## src/rtl/pe_bist_ctrl.sv

```systemverilog
`default_nettype none
// pe_bist_ctrl: LFSR-driven built-in self test for a 4-function PE (add, sub, mul, unsigned gt).
// Define PE_BIST_TIMEOUT_EN to fail a vector whose result does not arrive within TIMEOUT WAIT cycles.
module pe_bist_ctrl #(
    parameter int          dataLen = 32,
    parameter int          ITER    = 16,
    parameter logic [31:0] SEED    = 32'hACE1_0001,
    parameter int          TIMEOUT = 64
) (
    input  logic               clk,
    input  logic               reset,
    input  logic               start,
    output logic [1:0]         fn,
    output logic [dataLen-1:0] op_a,
    output logic [dataLen-1:0] op_b,
    output logic               op_valid,
    input  logic [dataLen-1:0] res,
    input  logic               res_valid,
    output logic               busy,
    output logic               done,
    output logic               fail_flag,
    output logic [1:0]         fail_fn,
    output logic [15:0]        fail_idx
);

    typedef enum logic [2:0] {
        IDLE  = 3'd0,
        ISSUE = 3'd1,
        WAIT  = 3'd2,
        CHECK = 3'd3,
        NEXT  = 3'd4,
        DONE  = 3'd5,
        FAIL  = 3'd6
    } state_t;

    localparam logic [31:0] c_TAPS       = 32'h8020_0003;
    localparam logic [15:0] c_LAST_IDX   = 16'(ITER - 1);
    localparam logic [2:0]  c_RAND_PHASE = 3'd4;

    state_t             state_q;
    logic [31:0]        lfsr_q;
    logic [15:0]        idx_q;
    logic [2:0]         phase_q;
    logic [dataLen-1:0] res_q;
    logic [dataLen-1:0] op_a_q;
    logic [dataLen-1:0] op_b_q;
    logic [1:0]         fn_q;
    logic [1:0]         fail_fn_q;
    logic [15:0]        fail_idx_q;
    logic               op_valid_q;
    logic               busy_q;
    logic               done_q;
    logic               fail_q;

`ifdef PE_BIST_TIMEOUT_EN
    localparam int          c_TW       = (TIMEOUT > 1) ? $clog2(TIMEOUT) : 1;
    localparam logic [c_TW-1:0] c_TMO_LAST = c_TW'(TIMEOUT - 1);
    logic [c_TW-1:0] wcnt_q;
`else
    logic w_unused_timeout;
    assign w_unused_timeout = (TIMEOUT != 0);
`endif

    function automatic logic [31:0] lfsr_step(input logic [31:0] s);
        return {1'b0, s[31:1]} ^ (s[0] ? c_TAPS : 32'h0);
    endfunction

    logic [31:0]        w_src;
    logic [31:0]        w_s1;
    logic [31:0]        w_s2;
    logic [2:0]         w_phase_nxt;
    logic [1:0]         w_fn_load;
    logic [dataLen-1:0] w_gold;
    logic               w_last_vec;
    logic               w_load;

    always_comb begin
        w_last_vec = (idx_q == c_LAST_IDX);
        // A fresh run always restarts the operand stream from SEED.
        w_src      = (state_q == IDLE) ? SEED : lfsr_q;
        w_s1       = lfsr_step(w_src);
        w_s2       = lfsr_step(w_s1);
        if (state_q == IDLE)
            w_phase_nxt = 3'd0;
        else if (w_last_vec)
            w_phase_nxt = phase_q + 3'd1;
        else
            w_phase_nxt = phase_q;
        w_fn_load = (w_phase_nxt == c_RAND_PHASE) ? w_src[1:0] : w_phase_nxt[1:0];
        w_load    = ((state_q == IDLE) && start) ||
                    ((state_q == NEXT) && !(w_last_vec && (phase_q == c_RAND_PHASE)));
        w_gold    = '0;
        case (fn_q)
            2'd0:    w_gold = op_a_q + op_b_q;
            2'd1:    w_gold = op_a_q - op_b_q;
            2'd2:    w_gold = op_a_q * op_b_q;
            default: w_gold[0] = (op_a_q > op_b_q);
        endcase
    end

    always_ff @(posedge clk or negedge reset) begin
        if (!reset) begin
            state_q    <= IDLE;
            lfsr_q     <= SEED;
            idx_q      <= '0;
            phase_q    <= '0;
            res_q      <= '0;
            op_a_q     <= '0;
            op_b_q     <= '0;
            fn_q       <= '0;
            fail_fn_q  <= '0;
            fail_idx_q <= '0;
            op_valid_q <= 1'b0;
            busy_q     <= 1'b0;
            done_q     <= 1'b0;
            fail_q     <= 1'b0;
`ifdef PE_BIST_TIMEOUT_EN
            wcnt_q     <= '0;
`endif
        end else begin
            case (state_q)
                IDLE: if (start) busy_q <= 1'b1;
                ISSUE: begin
                    op_valid_q <= 1'b0;
                    state_q    <= WAIT;
`ifdef PE_BIST_TIMEOUT_EN
                    wcnt_q     <= '0;
`endif
                end
                WAIT: begin
                    if (res_valid) begin
                        res_q   <= res;
                        state_q <= CHECK;
                    end
`ifdef PE_BIST_TIMEOUT_EN
                    else if (wcnt_q == c_TMO_LAST) begin
                        fail_q     <= 1'b1;
                        fail_fn_q  <= fn_q;
                        fail_idx_q <= idx_q;
                        busy_q     <= 1'b0;
                        state_q    <= FAIL;
                    end else begin
                        wcnt_q <= wcnt_q + 1'b1;
                    end
`endif
                end
                CHECK: begin
                    if (res_q != w_gold) begin
                        fail_q     <= 1'b1;
                        fail_fn_q  <= fn_q;
                        fail_idx_q <= idx_q;
                        busy_q     <= 1'b0;
                        state_q    <= FAIL;
                    end else begin
                        state_q <= NEXT;
                    end
                end
                NEXT: begin
                    if (w_last_vec && (phase_q == c_RAND_PHASE)) begin
                        done_q  <= 1'b1;
                        busy_q  <= 1'b0;
                        state_q <= DONE;
                    end
                end
                DONE: begin
                    if (start) begin
                        done_q  <= 1'b0;
                        state_q <= IDLE;
                    end
                end
                FAIL: begin
                    if (start) begin
                        fail_q     <= 1'b0;
                        fail_fn_q  <= '0;
                        fail_idx_q <= '0;
                        state_q    <= IDLE;
                    end
                end
                default: state_q <= IDLE;
            endcase

            // Shared vector launch from IDLE (first vector) and NEXT (every later vector).
            if (w_load) begin
                phase_q    <= w_phase_nxt;
                idx_q      <= ((state_q == IDLE) || w_last_vec) ? 16'd0 : idx_q + 16'd1;
                fn_q       <= w_fn_load;
                op_a_q     <= dataLen'(w_src);
                op_b_q     <= dataLen'(w_s1);
                lfsr_q     <= w_s2;
                op_valid_q <= 1'b1;
                state_q    <= ISSUE;
            end
        end
    end

    assign fn        = fn_q;
    assign op_a      = op_a_q;
    assign op_b      = op_b_q;
    assign op_valid  = op_valid_q;
    assign busy      = busy_q;
    assign done      = done_q;
    assign fail_flag = fail_q;
    assign fail_fn   = fail_fn_q;
    assign fail_idx  = fail_idx_q;

endmodule
`default_nettype wire
```

## config.mk

```make
export PLATFORM = sky130hd
export DESIGN_NAME = pe_bist_ctrl
export DESIGN_NICKNAME = d
export VERILOG_FILES = /design/src/rtl/pe_bist_ctrl.sv
export SDC_FILE = /design/constraint.sdc
export NUM_CORES = 1
export LEC_CHECK = 0
export ABC_CLOCK_PERIOD_IN_PS = 15850
export CAP_MARGIN = 40
export CORE_AREA = 10 10 229 231
export DETAILED_ROUTE_END_ITERATION = 16
export DIE_AREA = 0 0 239 241
export PLACE_DENSITY = 0.74
export SLEW_MARGIN = 40
export SYNTH_ARGS = -nofsm -noshare
export SYNTH_HDL_FRONTEND = slang
export SYNTH_SLANG_ARGS = --single-unit
```

## constraint.sdc

```tcl
create_clock -name clk -period 15.85 [get_ports clk]
set_clock_uncertainty 0.2 [all_clocks]
set_input_delay 3.17 -clock clk [delete_from_list [all_inputs] [get_ports clk]]
set_output_delay 3.17 -clock clk [all_outputs]
set_load 0.01 [all_outputs]
```

==> results by group <==
STA
  – Max transition margin: 40.3%
  – Final-report hold violation count: 0
  – Worst slew pin tran: approximately 0.89 ns
  – Smallest setup slack after layout: about 5.6 ns
  – Time the final worst path needs with I/O delays and setup: 10.24 ns
  – RSZ-0062 raised after global routing: false
  – Final max-slew violation count: 0
  – Upper clock frequency limit: approximately 98 MHz
  – Final setup viols: 0
  – Setup TNS Final: 0 ns
  – Part of the cycle the worst path needs: roughly 65%

Logic synthesis
  – Cell Area, Synth: around 24000 µm²
  – Sequential element share of the synthesized area: around an eighth
  – Synthesized area divided by synthesized cell count: between 8 and 9 µm²
  – Cell variety after synth: 90
  – Net count of the mapped netlist: around 3300
  – Total number of yosys warnings: 0
  – Synth top cells by count: 396 x inv_1, 380 x fa_1, 276 x nand2_1
  – Proportion of synthesized flip-flops having asynchronous set or reset: 100%
  – Post-synth EDFFs: 0
  – Synth area leader: fa_1
  – Most numerous cell in the Yosys netlist: inv_1
  – Cell types occupying the most area after synthesis: fa_1 32%, dfrtp_1 12%, ha_1 11%
  – Fraction of synthesized cell area taken by the top area cell type: between 30 and 40%
  – Yosys reg bits: roughly 120
  – Synthesized instance count: ~2700
  – Dominant register cell in the synthesized netlist: dfrtp_1

Final layout
  – Layout cells sized above 1: about 6.0%
  – Number of diodes added for antenna fixing: 0
  – Post-Route Utilization: 54.1%
  – Area added between synthesis and finish: 8.70%
  – Number of nets in the finished design: 3281

Clock tree
  – Resized Gates After CTS: 0
  – Quantity of hold-fixing buffers added after cts: 0
  – Total CTS buffers: 17
  – Number of buffers inserted by post-CTS setup repair: 0
  – Clock latency on the worst-skew pair: roughly 0.46 ns
  – Clock tree root driver cell: clkbuf_16
  – H-tree depth: 4
  – Number of sinks handled by clock tree synthesis: roughly 120
  – Clock-pin slew reported for the worst setup and hold paths after clock tree synthesis: ~0.070 ns
  – Clock buffer depth: 2
  – CTS tree: built

GRT
  – Number of antenna violations at the first check in global routing: 1
  – Number of global-route vias before repair: roughly 21000
  – Largest net degree at the start of global routing: 77
  – Aggregate global routing overflow: 0
  – Overall routing resource usage: 27.6%
  – Global-route wire length before repair: 122000 µm

Route
  – DRC violation count after routing: 0
  – Post-route ant nets: 0
  – Average vias per placed instance: a little over 6
  – Average detailed-routed wire length per instance: roughly 24 µm
  – First-pass iteration count of the detailed router: 8
  – Post-Route WL: roughly 78000 µm
  – Number of vias in the routed layout: roughly 20000
  – Number of DRC markers in iteration 0: 2011

Floorplanning
  – Site row count: 80
  – Initial core utilization: roughly 50%
  – Area of the die: about 58000 µm²
  – Vert. Die Dim: between 200 and 250 µm
  – Ports: between 100 and 150
  – Core Area: approximately 48000 µm²
  – Die extent in x: roughly 240 µm

Status
  – Outcome: finished, final reports clean

Run
  – Max-capacitance violation count: 0

Placement
  – Total half-perimeter wirelength after legalization and detailed placement: about 59000 µm
  – RePlAce Congestion: between 0.9 and 1
  – PortBufs: ~120
  – Worst slack after detailed placement: approximately 5.8 ns

Worst hold path
  – HP Class: reg -> reg

Critical path
  – WS Path Type: reg -> reg
  – Critical path peak fanout: 24
  – Nature of the critical path startpoint: flop
  – Family with the most delay on the worst path: adder cells
  – CP max stage cell: or4_4
  – Critical path endpoint category: flop
  – CP bufs+invs: 4
  – Cell mode on critical path: fa_1
  – Arrival @ worst endpoint: about 10 ns
  – Delay contributed by the slowest stage of the critical path: between 0.5 and 0.6 ns
  – Critical Path RT: approximately 16 ns
cells by family (layout without fill, tap and decap cells):
| kind of cell | count (synthesis) | after routing | share of synthesized area (%) |
|---|---|---|---|
| simple gates | 736 | 736 | 14.1 |
| buf+inv | 584 | 608 | 10.2 |
| fa+ha+maj | 580 | 580 | 42.7 |
| compound gates | 460 | 460 | 13.0 |
| flops | 123 | 123 | 13.1 |
| xor+xnor | 121 | 121 | 4.48 |
| mux | 50 | 50 | 2.37 |
through the flow:
| stage | cells | hold slack (ns) | area (µm²) |
|---|---|---|---|
| floorplan | 2654 | 0.250 | 23700 |
| global placement | 3259 | 0.270 | 25100 |
| detailed placement | 3260 | 0.277 | 25100 |
| CTS | 3292 | 0.288 | 25700 |
| global route | 3293 | 0.300 | 25700 |
| finish | 3293 | 0.285 | 25700 |
path summary, 6_finish.rpt:
| kind | start | endpoint | depth (start not counted) | slack [ns] |
|---|---|---|---|---|
| setup / recovery | lfsr_q[4] | fail_fn[0] | 26 | 5.61 |
| hold / removal | lfsr_q[26] | lfsr_q[26] | 2 | 0.29 |
| setup reg to reg | lfsr_q[4] | fail_fn[0] | 26 | 5.61 |
| hold reg to reg | lfsr_q[26] | lfsr_q[26] | 2 | 0.29 |
| max in group asynchronous | reset | res_q[11] | 2 | 11.80 |
| min in group asynchronous | reset | idx_q[9] | 1 | 2.53 |
cell type report:
class                           count  area (µm²)
Fill cell                        4253       21800
Timing Repair Buffer              163        1530
Sequential cell                   123        3090
Tap cell                          615         769
Clock inverter                     15         171
Clock buffer                       17         425
Multi-Input combinational cell   1947       18200
Inverter                          413        1550
worst register-to-register path, cell delays in order (launching register included):
cell and delay (ns):
dfrtp_1 0.34, buf_4 0.38, inv_1 0.53, nor2_1 0.47, fa_1 0.48, inv_1 0.09, fa_1 0.45, fa_1 0.54
fa_1 0.44, fa_1 0.50, fa_1 0.58, fa_1 0.47, fa_1 0.52, inv_1 0.05, ha_1 0.43, nand4_1 0.21
or4_1 0.51, o211a_1 0.15, a311o_1 0.33, xnor2_1 0.36, a22oi_1 0.18, and3_1 0.22, nor4_2 0.24, o2111ai_1 0.19
or4_4 0.59, o211ai_4 0.49, a22o_2 0.24
layout by cell type (no fill, tap or decap), types with 13 or more instances in the layout:
| master | instances |
|---|---|
| a211oi_1 | 17 |
| a21o_1 | 18 |
| a21oi_1 | 111 |
| a22o_1 | 13 |
| a31oi_1 | 15 |
| and2_1 | 51 |
| and3_1 | 22 |
| buf_4 | 39 |
| clkbuf_16 | 17 |
| clkdlybuf4s50_1 | 122 |
| clkinv_1 | 13 |
| dfrtp_1 | 114 |
| fa_1 | 380 |
| ha_1 | 200 |
| inv_1 | 396 |
| mux2_2 | 35 |
| mux2i_1 | 13 |
| nand2_1 | 276 |
| nand2b_1 | 19 |
| nand3_1 | 31 |
| nand4_1 | 17 |
| nor2_1 | 213 |
| nor2b_1 | 15 |
| nor3_1 | 38 |
| nor4_1 | 13 |
| o211ai_1 | 18 |
| o21ai_0 | 106 |
| o22ai_1 | 31 |
| or3_1 | 13 |
| xnor2_1 | 89 |
| xor2_1 | 32 |
flip-flops by register name, indices dropped and copies added (netlist names):
register	flops
idx_q	16
lfsr_q	32
state_q	3
phase_q	3
res_q	32
fn	2
op_b	3
fail_fn	2
fail_flag	1
done	1
busy	1
op_valid	1
op_a	10
fail_idx	16
layer usage:
layer	part of all wire, %	up-vias	global-route usage, %
met5	0.014	-	0
met3	9.2	181	5.28
met1	40	10200	35.9
met4	4.3	2	11.4
li1	-	8620	-
met2	46	981	44.6
Power is not shown: default switching activity piles up to over one toggle a cycle in this logic, so the estimate is an artifact.
